File: src/rtl/slp_update_fxp_weights.sv
// -----------------------------------------------------------------------------
// slp_update_fxp_weights
//
// Time-multiplexed weight-update engine for a single-layer perceptron:
//    new_weight[k] = weight[k] + in[k] * (rate * error),  k = 0..N-1
// One shared multiplier pipeline processes one channel per cycle. Every
// intermediate value is exact; precision is lost only in the final reduction
// to the weight format.
//
// Each fixed-point format is flattened into three parameters:
//    <X>_PREC (total bits), <X>_FRAC (fractional bits), <X>_SIGNED (1 = two's
//    complement). X = I (samples), R (rate), P (error), W (weights).
//
// Optional build macro:
//    SLP_UPD_SAT_EN  defined   -> out-of-range channels clamp to W max / min
//                    undefined -> out-of-range channels wrap to W_PREC bits
//
// Ports:
//    clk         rising-edge clock
//    reset_      asynchronous active-low reset
//    in_valid    request valid
//    in_ready    engine idle; request accepted on in_valid && in_ready
//    in          N samples, channel k at [k*I_PREC +: I_PREC]
//    rate        learning rate
//    error       output error
//    weight      N current weights, same packing as in
//    out_valid   result valid (held until out_ready)
//    out_ready   consumer accepts result
//    new_weight  N updated weights
//    ovf         some channel exceeded the weight maximum
//    udf         some channel fell below the weight minimum
//    rounded     some channel lost fractional bits
//    ovf_mask    per-channel ovf | udf
// -----------------------------------------------------------------------------
module slp_update_fxp_weights #(
   parameter int N        = 4,
   parameter int I_PREC   = 16,
   parameter int I_FRAC   = 8,
   parameter bit I_SIGNED = 1'b1,
   parameter int R_PREC   = 16,
   parameter int R_FRAC   = 8,
   parameter bit R_SIGNED = 1'b1,
   parameter int P_PREC   = 16,
   parameter int P_FRAC   = 8,
   parameter bit P_SIGNED = 1'b1,
   parameter int W_PREC   = 16,
   parameter int W_FRAC   = 8,
   parameter bit W_SIGNED = 1'b1
) (
   input  logic                clk,
   input  logic                reset_,
   input  logic                in_valid,
   output logic                in_ready,
   input  logic [N*I_PREC-1:0] in,
   input  logic [R_PREC-1:0]   rate,
   input  logic [P_PREC-1:0]   error,
   input  logic [N*W_PREC-1:0] weight,
   output logic                out_valid,
   input  logic                out_ready,
   output logic [N*W_PREC-1:0] new_weight,
   output logic                ovf,
   output logic                udf,
   output logic                rounded,
   output logic [N-1:0]        ovf_mask
);

   // rate*error at full precision
   localparam int RE_PREC   = R_PREC + P_PREC;
   localparam bit RE_SIGNED = R_SIGNED | P_SIGNED;
   // in*RE at full precision
   localparam int PR_PREC   = I_PREC + RE_PREC;
   localparam int PR_FRAC   = I_FRAC + R_FRAC + P_FRAC;
   localparam bit PR_SIGNED = I_SIGNED | RE_SIGNED;
   // Sum format: wide enough for either addend plus carry and a sign bit
   localparam int PR_INT    = PR_PREC - PR_FRAC;
   localparam int W_INT     = W_PREC - W_FRAC;
   localparam int S_FRAC    = (PR_FRAC > W_FRAC) ? PR_FRAC : W_FRAC;
   localparam int S_INT     = ((PR_INT > W_INT) ? PR_INT : W_INT) + 2;
   localparam int S_W       = S_INT + S_FRAC;
   localparam int SH_PR     = S_FRAC - PR_FRAC;
   localparam int SH_W      = S_FRAC - W_FRAC;
   localparam int IDX_W     = (N > 1) ? $clog2(N) : 1;

   localparam logic [IDX_W-1:0]      IDX_ONE  = IDX_W'(1);
   localparam logic [IDX_W-1:0]      IDX_LAST = IDX_W'(N - 1);
   localparam logic signed [S_W-1:0] ONE_S    = S_W'(1);
   localparam logic signed [S_W-1:0] RND_MASK = (ONE_S <<< SH_W) - ONE_S;
   localparam logic signed [S_W-1:0] W_MAX_S  = W_SIGNED ? ((ONE_S <<< (W_PREC - 1)) - ONE_S)
                                                         : ((ONE_S <<< W_PREC) - ONE_S);
   localparam logic signed [S_W-1:0] W_MIN_S  = W_SIGNED ? (-(ONE_S <<< (W_PREC - 1)))
                                                         : {S_W{1'b0}};

   typedef enum logic [2:0] {
      ST_IDLE  = 3'd0,
      ST_PRE   = 3'd1,
      ST_RUN   = 3'd2,
      ST_DRAIN = 3'd3,
      ST_DONE  = 3'd4
   } state_t;

   state_t              state_r;
   state_t              next_state_s;
   logic [IDX_W-1:0]    idx_r;
   logic                drain_r;
   logic                accept_s;

   logic [I_PREC-1:0]   in_r     [N];
   logic [W_PREC-1:0]   weight_r [N];
   logic [W_PREC-1:0]   nw_r     [N];
   logic [R_PREC-1:0]   rate_r;
   logic [P_PREC-1:0]   error_r;
   logic [RE_PREC-1:0]  re_r;
   logic [PR_PREC-1:0]  prod_r;
   logic                p1_valid_r;
   logic [IDX_W-1:0]    p1_idx_r;

   logic [RE_PREC-1:0]  rate_x_s;
   logic [RE_PREC-1:0]  error_x_s;
   logic [RE_PREC-1:0]  re_full_s;
   logic [I_PREC-1:0]   in_ch_s;
   logic [PR_PREC-1:0]  in_x_s;
   logic [PR_PREC-1:0]  re_x_s;
   logic [PR_PREC-1:0]  prod_full_s;
   logic [W_PREC-1:0]   w_ch_s;
   logic signed [S_W-1:0] prod_al_s;
   logic signed [S_W-1:0] w_al_s;
   logic signed [S_W-1:0] sum_s;
   logic signed [S_W-1:0] red_s;
   logic                ch_ovf_s;
   logic                ch_udf_s;
   logic                ch_rnd_s;
   logic [W_PREC-1:0]   ch_res_s;

   assign accept_s = in_valid && in_ready;

   // Present the per-channel result registers as the packed output bus.
   for (genvar g = 0; g < N; g++) begin : g_pack
      assign new_weight[g*W_PREC +: W_PREC] = nw_r[g];
   end

   // Sequencing FSM next-state logic.
   always_comb begin
      next_state_s = state_r;
      case (state_r)
         ST_IDLE: begin
            if (accept_s) next_state_s = ST_PRE;
            else          next_state_s = ST_IDLE;
         end
         ST_PRE:  next_state_s = ST_RUN;
         ST_RUN: begin
            if (idx_r == IDX_LAST) next_state_s = ST_DRAIN;
            else                   next_state_s = ST_RUN;
         end
         ST_DRAIN: begin
            if (drain_r) next_state_s = ST_DONE;
            else         next_state_s = ST_DRAIN;
         end
         ST_DONE: begin
            if (out_ready) next_state_s = ST_IDLE;
            else           next_state_s = ST_DONE;
         end
         default: next_state_s = ST_IDLE;
      endcase
   end

   // FSM state, channel/drain counters and registered handshake outputs.
   always_ff @(posedge clk or negedge reset_) begin
      if (!reset_) begin
         state_r   <= ST_IDLE;
         idx_r     <= '0;
         drain_r   <= 1'b0;
         in_ready  <= 1'b1;
         out_valid <= 1'b0;
      end else begin
         state_r   <= next_state_s;
         in_ready  <= (next_state_s == ST_IDLE);
         out_valid <= (next_state_s == ST_DONE);
         if ((state_r == ST_RUN) && (idx_r != IDX_LAST)) idx_r <= idx_r + IDX_ONE;
         else                                             idx_r <= '0;
         // Two-cycle drain: toggles 0 -> 1 while draining, 0 elsewhere
         drain_r   <= (state_r == ST_DRAIN) ? ~drain_r : 1'b0;
      end
   end

   // Request capture on accept and the rate*error pre-product.
   always_ff @(posedge clk or negedge reset_) begin
      if (!reset_) begin
         for (int k = 0; k < N; k++) begin
            in_r[k]     <= '0;
            weight_r[k] <= '0;
         end
         rate_r  <= '0;
         error_r <= '0;
         re_r    <= '0;
      end else begin
         if (accept_s) begin
            for (int k = 0; k < N; k++) begin
               in_r[k]     <= in[k*I_PREC +: I_PREC];
               weight_r[k] <= weight[k*W_PREC +: W_PREC];
            end
            rate_r  <= rate;
            error_r <= error;
         end
         if (state_r == ST_PRE) re_r <= re_full_s;
      end
   end

   // Multiplier and reduction datapath. Operands are extended to the product
   // width by their own signedness, so the modular product is exact.
   always_comb begin
      rate_x_s    = {{P_PREC{R_SIGNED & rate_r[R_PREC-1]}}, rate_r};
      error_x_s   = {{R_PREC{P_SIGNED & error_r[P_PREC-1]}}, error_r};
      re_full_s   = rate_x_s * error_x_s;

      in_ch_s     = in_r[idx_r];
      in_x_s      = {{RE_PREC{I_SIGNED & in_ch_s[I_PREC-1]}}, in_ch_s};
      re_x_s      = {{I_PREC{RE_SIGNED & re_r[RE_PREC-1]}}, re_r};
      prod_full_s = in_x_s * re_x_s;

      // Align both addends to the common binary point, then add exactly
      w_ch_s      = weight_r[p1_idx_r];
      prod_al_s   = {{(S_W-PR_PREC){PR_SIGNED & prod_r[PR_PREC-1]}}, prod_r};
      prod_al_s   = prod_al_s <<< SH_PR;
      w_al_s      = {{(S_W-W_PREC){W_SIGNED & w_ch_s[W_PREC-1]}}, w_ch_s};
      w_al_s      = w_al_s <<< SH_W;
      sum_s       = prod_al_s + w_al_s;

      // Reduction to the weight format drops the extra fraction bits
      red_s       = sum_s >>> SH_W;
      ch_rnd_s    = |(sum_s & RND_MASK);
      ch_ovf_s    = (red_s > W_MAX_S);
      ch_udf_s    = (red_s < W_MIN_S);
`ifdef SLP_UPD_SAT_EN
      if (ch_ovf_s)      ch_res_s = W_MAX_S[W_PREC-1:0];
      else if (ch_udf_s) ch_res_s = W_MIN_S[W_PREC-1:0];
      else               ch_res_s = red_s[W_PREC-1:0];
`else
      ch_res_s    = red_s[W_PREC-1:0];
`endif
   end

   // Pipeline stage 1: per-channel product register.
   always_ff @(posedge clk or negedge reset_) begin
      if (!reset_) begin
         prod_r     <= '0;
         p1_valid_r <= 1'b0;
         p1_idx_r   <= '0;
      end else begin
         p1_valid_r <= (state_r == ST_RUN);
         p1_idx_r   <= idx_r;
         if (state_r == ST_RUN) prod_r <= prod_full_s;
      end
   end

   // Pipeline stage 2: result/flag write-back; flags clear on accept.
   always_ff @(posedge clk or negedge reset_) begin
      if (!reset_) begin
         for (int k = 0; k < N; k++) nw_r[k] <= '0;
         ovf      <= 1'b0;
         udf      <= 1'b0;
         rounded  <= 1'b0;
         ovf_mask <= '0;
      end else if (accept_s) begin
         ovf      <= 1'b0;
         udf      <= 1'b0;
         rounded  <= 1'b0;
         ovf_mask <= '0;
      end else if (p1_valid_r) begin
         nw_r[p1_idx_r]     <= ch_res_s;
         ovf_mask[p1_idx_r] <= ch_ovf_s | ch_udf_s;
         ovf                <= ovf | ch_ovf_s;
         udf                <= udf | ch_udf_s;
         rounded            <= rounded | ch_rnd_s;
      end
   end

endmodule

File: config.mk
export PLATFORM = sky130hd
export DESIGN_NAME = slp_update_fxp_weights
export DESIGN_NICKNAME = d
export VERILOG_FILES = /design/src/rtl/slp_update_fxp_weights.sv
export SDC_FILE = /design/constraint.sdc
export NUM_CORES = 2
export LEC_CHECK = 0
export ABC_AREA = 1
export BUFFER_PORTS_ARGS = -buffer_cell sky130_fd_sc_hd__buf_2
export CAP_MARGIN = 20
export CORE_MARGIN = 2
export CORE_UTILIZATION = 32
export DETAILED_ROUTE_END_ITERATION = 10
export GPL_TIMING_DRIVEN = 1
export PLACE_DENSITY = 0.53
export SYNTH_ARGS = -nofsm -noshare
export SYNTH_HDL_FRONTEND = slang
export SYNTH_SLANG_ARGS = --single-unit
File: constraint.sdc
create_clock -name clk -period 6.05 [get_ports clk]
set_input_delay 0.605 -clock clk [delete_from_list [all_inputs] [get_ports clk]]
set_output_delay 0.605 -clock clk [all_outputs]
set_load 0.01 [all_outputs]
# After elaboration in Yosys (flattened, before gate mapping)
# Index checks and enable logic that the tools add are counted.
# Widths: inputs -> output; s select.
# totals
output_inout_bits	73
ff_bits	322
word_cells	89
# op_classes
order_cmp	7
multipliers	2
eq_ne	7
bitwise	8
n_reduce_logical	9
n_mux	27
add_sub_neg	2
# ops
cell	count
$mux 16	5
$bmux 16 s2	2
$bwmux 64	1
$add 48x32->49	1
$mul 16x32->48	1
$gt 33x16->1 const B	1
$lt 33x16->1 const B	1
$demux 16 s2	1
$mul 16x16->32	1
$reduce_or 16->1	1
$pmux 3 s5	1
$mux 1	10
$mux 4	2
$eq 3x2->1 const B	2
$eq 3x3->1 const B	2
$ge 3x3->1 const B	2
$logic_not 3->1	2
$mux 3	2
$not 2->3	2
$bwmux 4	1
$logic_and 1x1->1	4
$or 1x1->1	4
$eq 3x1->1 const B	1
$lt 2x3->1 const B	1
other kinds (10)	11

# Longest topological paths before layout
# logic_depth
depth_word	10
ltp_mapped	35
depth_no_buf	31

# Least setup slack after synthesis
# OpenSTA, ideal clock, no wires.
# synth_timing
kind	reg2reg
start	register idx_r[0]
end	register prod_r[47]
t_arrival_ns	6.452
n_path_buf	3
stages_incl_launch_ff	31
required_ns	5.932
slack_ns	-0.519
setup_ns	0.118
path_cell_list	dfrtp_1 > clkbuf_1 > inv_1 > clkbuf_1 > nand2_1 > nand3_1 > nand2_1 > inv_1 > clkbuf_1 > nand2_1 > fa_1 > inv_1 > fa_1 > inv_1 > fa_1 > inv_1 > fa_1 > fa_1 > inv_1 > fa_1 > inv_1 > ha_1 > nand2_1 > nor2_1 > inv_1 > nor4_1 > or3b_2 > nand2_1 > nand2_1 > nand3_1 > nand2_1
# synth_via
elab_chain_cells	5
# synth_lines
item	line	source
start, declared	103	logic [IDX_W-1:0] idx_r;
start signal, assigned	178	if ((state_r == ST_RUN) && (idx_r != IDX_LAST)) idx_r <= idx_r + IDX_ONE;
$not 2->3 (implied by the code)	215	in_ch_s = in_r[idx_r];
$bmux 16 s2	215	
$mux 16 (implied by the code) (2 in series)	215	
$mul 16x32->48	218	prod_full_s = in_x_s * re_x_s;
end signal, assigned	251	if (state_r == ST_RUN) prod_r <= prod_full_s;
end, declared	113	logic [PR_PREC-1:0] prod_r;
# Every way passes these cells. The select of a mux whose other input is x is not followed.
# A chain may end at the register's enable or synchronous reset.

# Worst setup path in the final report
# layout_timing
start	register idx_r[0]
end	register prod_r[46]
# Same word-level chain as after synthesis.

==> impl_metrics.ini <==
[cts]
numClockSinks = 322
cts_tree = built
h-tree-depth = 2
cts_buffer_depth = 3
clk_latency_ps = 590
cts_buffers = 41
cts-root-buf = clkbuf_16
clkTransAtPathRegs_ps = 60

[layout]
area.growth.synth_to_final_pct = 31.8
stdcell_count = 8090
drive_gt1_share_pct = 26.8
nets = 7421
insertedDiodeCount = 0
fin_area_sq_um = 57200

[floorplan]
core_area_sq_um = 135000
die_h_um = 372
num_rows = 135
start_util_pct = 32.2
io_pins = 237
die_x_um = 372
dieArea_sq_um = 139000

[synthesis]
yosys_warnings = 0
synth_seq_cells = 322
synth_cell_type_count = 51
synthTopCellsByCount = nand2_1, inv_1, fa_1
yosys.area.top_type = fa_1
synth_top_area_share_pct = 34.6
syn_area_sq_um = 43400
synth_area_leaders = fa_1, dfrtp_1, nand2_1, inv_1, ha_1
synth.avg_cell_area_sq_um = 7.85
yosysMostFrequentCell = nand2_1
synth-async-reset-ratio_pct = 100
ys_dominant_reg_cell = dfrtp_1
synth_edf_count = 0
syn-num-nets = 6669
seq_area_frac_synth_pct = 18.6
synth_cells = 5527

[timing]
hold_slack_ps = 219
finalClockSkew_ps = 26.2
fin_crit_ps = 6450
setup_ws_ps = -397
post-route-period-util_pct = 107
final_hold_viol_count = 0
slew_headroom_pct = 32.4
fmax_mhz = 155
worst_slew_pin_slew_ps = 1010
final_max_slew_viol_count = 0
rsz0062_at_grt = true
setup_viol = 30

[place]
portBuffers = 236
dp_cells = 7859
gp_congestion = 0.968
dpl.hpwl_mm = 122
placed_area_sq_um = 50700
post-place-ws_ps = -764

[setup_path]
cp.arrival_ps = 6880
path_class = reg2reg
startpoint_type = flip-flop
max_stage_delay_ps = 560
critPathMaxFanout = 6
required_ps = 6490
worstSetupEndpointType = flip-flop
crit_top_cell = fa_1
cp_slowest_cell = fa_2

[status]
violations = negative setup slack
status = finished, violations left

[run]
maxCapViolCount = 0

[grt]
grt_pass1_wl_mm = 230
antenna_found_initial = 0
grt_use_total_pct = 21.8
overflow = 0
grt_pass1_vias = 39100
grt_max_degree = 146

[drt]
drc = 0
finalWirelength_mm = 154
routed_via_density = 4.73
wl_per_cell_um = 19.0
drt_iter0_drc = 2660
first_pass_iters = 8
ant_nets = 0
via_count = 38200

[min_path]
min_path_type = in2reg
[cell usage in the layout, fill, tap and decap left out, types with 9 or more instances in the layout]
master / netlist / layout
nand2_1: 1746 / 1610
buf_8: 0 / 12
clkbuf_16: 0 / 49
o21ai_1: 10 / 37
fa_2: 0 / 61
xnor2_1: 35 / 26
o21ai_4: 0 / 9
xor2_1: 42 / 36
dfrtp_2: 0 / 22
inv_2: 14 / 92
buf_4: 0 / 512
nand3_1: 126 / 82
ha_4: 0 / 48
nor2_1: 376 / 309
nand2_2: 17 / 103
inv_4: 0 / 10
or2_2: 27 / 22
a21oi_2: 7 / 42
a21o_1: 13 / 12
o21ai_0: 141 / 83
o21ai_2: 0 / 22
nand3b_1: 10 / 10
nor2_4: 2 / 28
dfrtp_1: 321 / 299
ha_1: 229 / 180
inv_1: 1177 / 1084
buf_2: 7 / 236
nand2_4: 0 / 46
a22oi_1: 26 / 26
a21oi_4: 0 / 20
nand3_2: 5 / 41
buf_6: 0 / 79
nand4_1: 20 / 20
fa_1: 749 / 688
a21oi_1: 111 / 56
nor3_2: 3 / 10
buf_12: 0 / 61
nor3_1: 21 / 9
nor2_2: 13 / 54
[layer usage]
layer,wire length [um],track usage [%],share of wire [%]
met3,8870,2.74,5.8
met2,73700,36.6,48
met4,5190,6.25,3.4
met1,65900,29.3,43
met5,0,0,0
[through the flow]
| stage | TNS, ps | utilization, % |
|---|---|---|
| global placement | -18870 | 37.5 |
| detailed placement | -18560 | 37.5 |
| finish | -8060 | 42.4 |
| CTS | -7990 | 40.4 |
| global route | -15050 | 42.4 |
| floorplan | 0 | - |
[kinds of logic after synthesis]
| family | share of synthesized area (%) |
|---|---|
| AOI/OAI and AO/OA | 4.59 |
| DFF | 18.6 |
| buffers and inverters | 12.2 |
| adders and majority gates | 41.2 |
| xor gates and xnor gates | 1.55 |
| and+or+nand+nor | 21.9 |
[worst max-delay path: cells and delay by family (launching register included)]
family | cells | cell delay, ps
simple gates | 5 | 580
xor+xnor | 1 | 170
flops | 1 | 400
fa+ha+maj | 7 | 3370
buf+inv | 13 | 1320
compound gates | 4 | 420
[registers in the layout, indices dropped and copies added, names as in the netlist]
name        cells
new_weight     64
rounded         1
prod_r         48
in_ready        1
out_valid       1
state_r         3
weight_r       64
error_r        16
idx_r           2
p1_idx_r        2
rate_r         16
in_r           64
re_r           32
ovf_mask        4
p1_valid_r      1
ovf             1
udf             1
drain_r         1
[worst paths after layout]
kind | start | end | slack, ps | depth (start not counted)
hold / removal | weight[3] | weight_r[51]$_DFFE_PN0P_ | 220 | 3
setup reg to reg | idx_r[0]$_DFF_PN0_ | prod_r[46]$_DFFE_PN0P_ | -400 | 30
max in group asynchronous | reset_ | error_r[14]$_DFFE_PN0P_ | 4080 | 3
hold reg to reg | drain_r$_DFF_PN0_ | drain_r$_DFF_PN0_ | 440 | 1
setup / recovery | idx_r[0]$_DFF_PN0_ | prod_r[46]$_DFFE_PN0P_ | -400 | 30
min in group asynchronous | reset_ | in_r[16]$_DFFE_PN0P_ | 580 | 2
[area by class of cell]
| class | count | area, sq um |
|---|---|---|
| Timing Repair Buffer | 919 | 7790 |
| Clock inverter | 18 | 272 |
| Inverter | 1201 | 4620 |
| Clock buffer | 55 | 1160 |
| Sequential cell | 322 | 8090 |
| Tap cell | 1781 | 2230 |
| Multi-Input combinational cell | 3794 | 33000 |
| Fill cell | 13600 | 77800 |
[what timing repair did]
item / in CTS / in global routing
pin swaps: 66 / 271
gates cloned: 13 / 8
hold buffers: 1 / 0
setup buffers: 67 / 93
hold endpoints to repair: 37 / 0
gates resized for setup: 387 / 569
setup endpoints to repair: 42 / 50
Power is left out: the tool's default activity adds up to more than one toggle a clock period on the data nets, which glitch-free logic cannot reach.
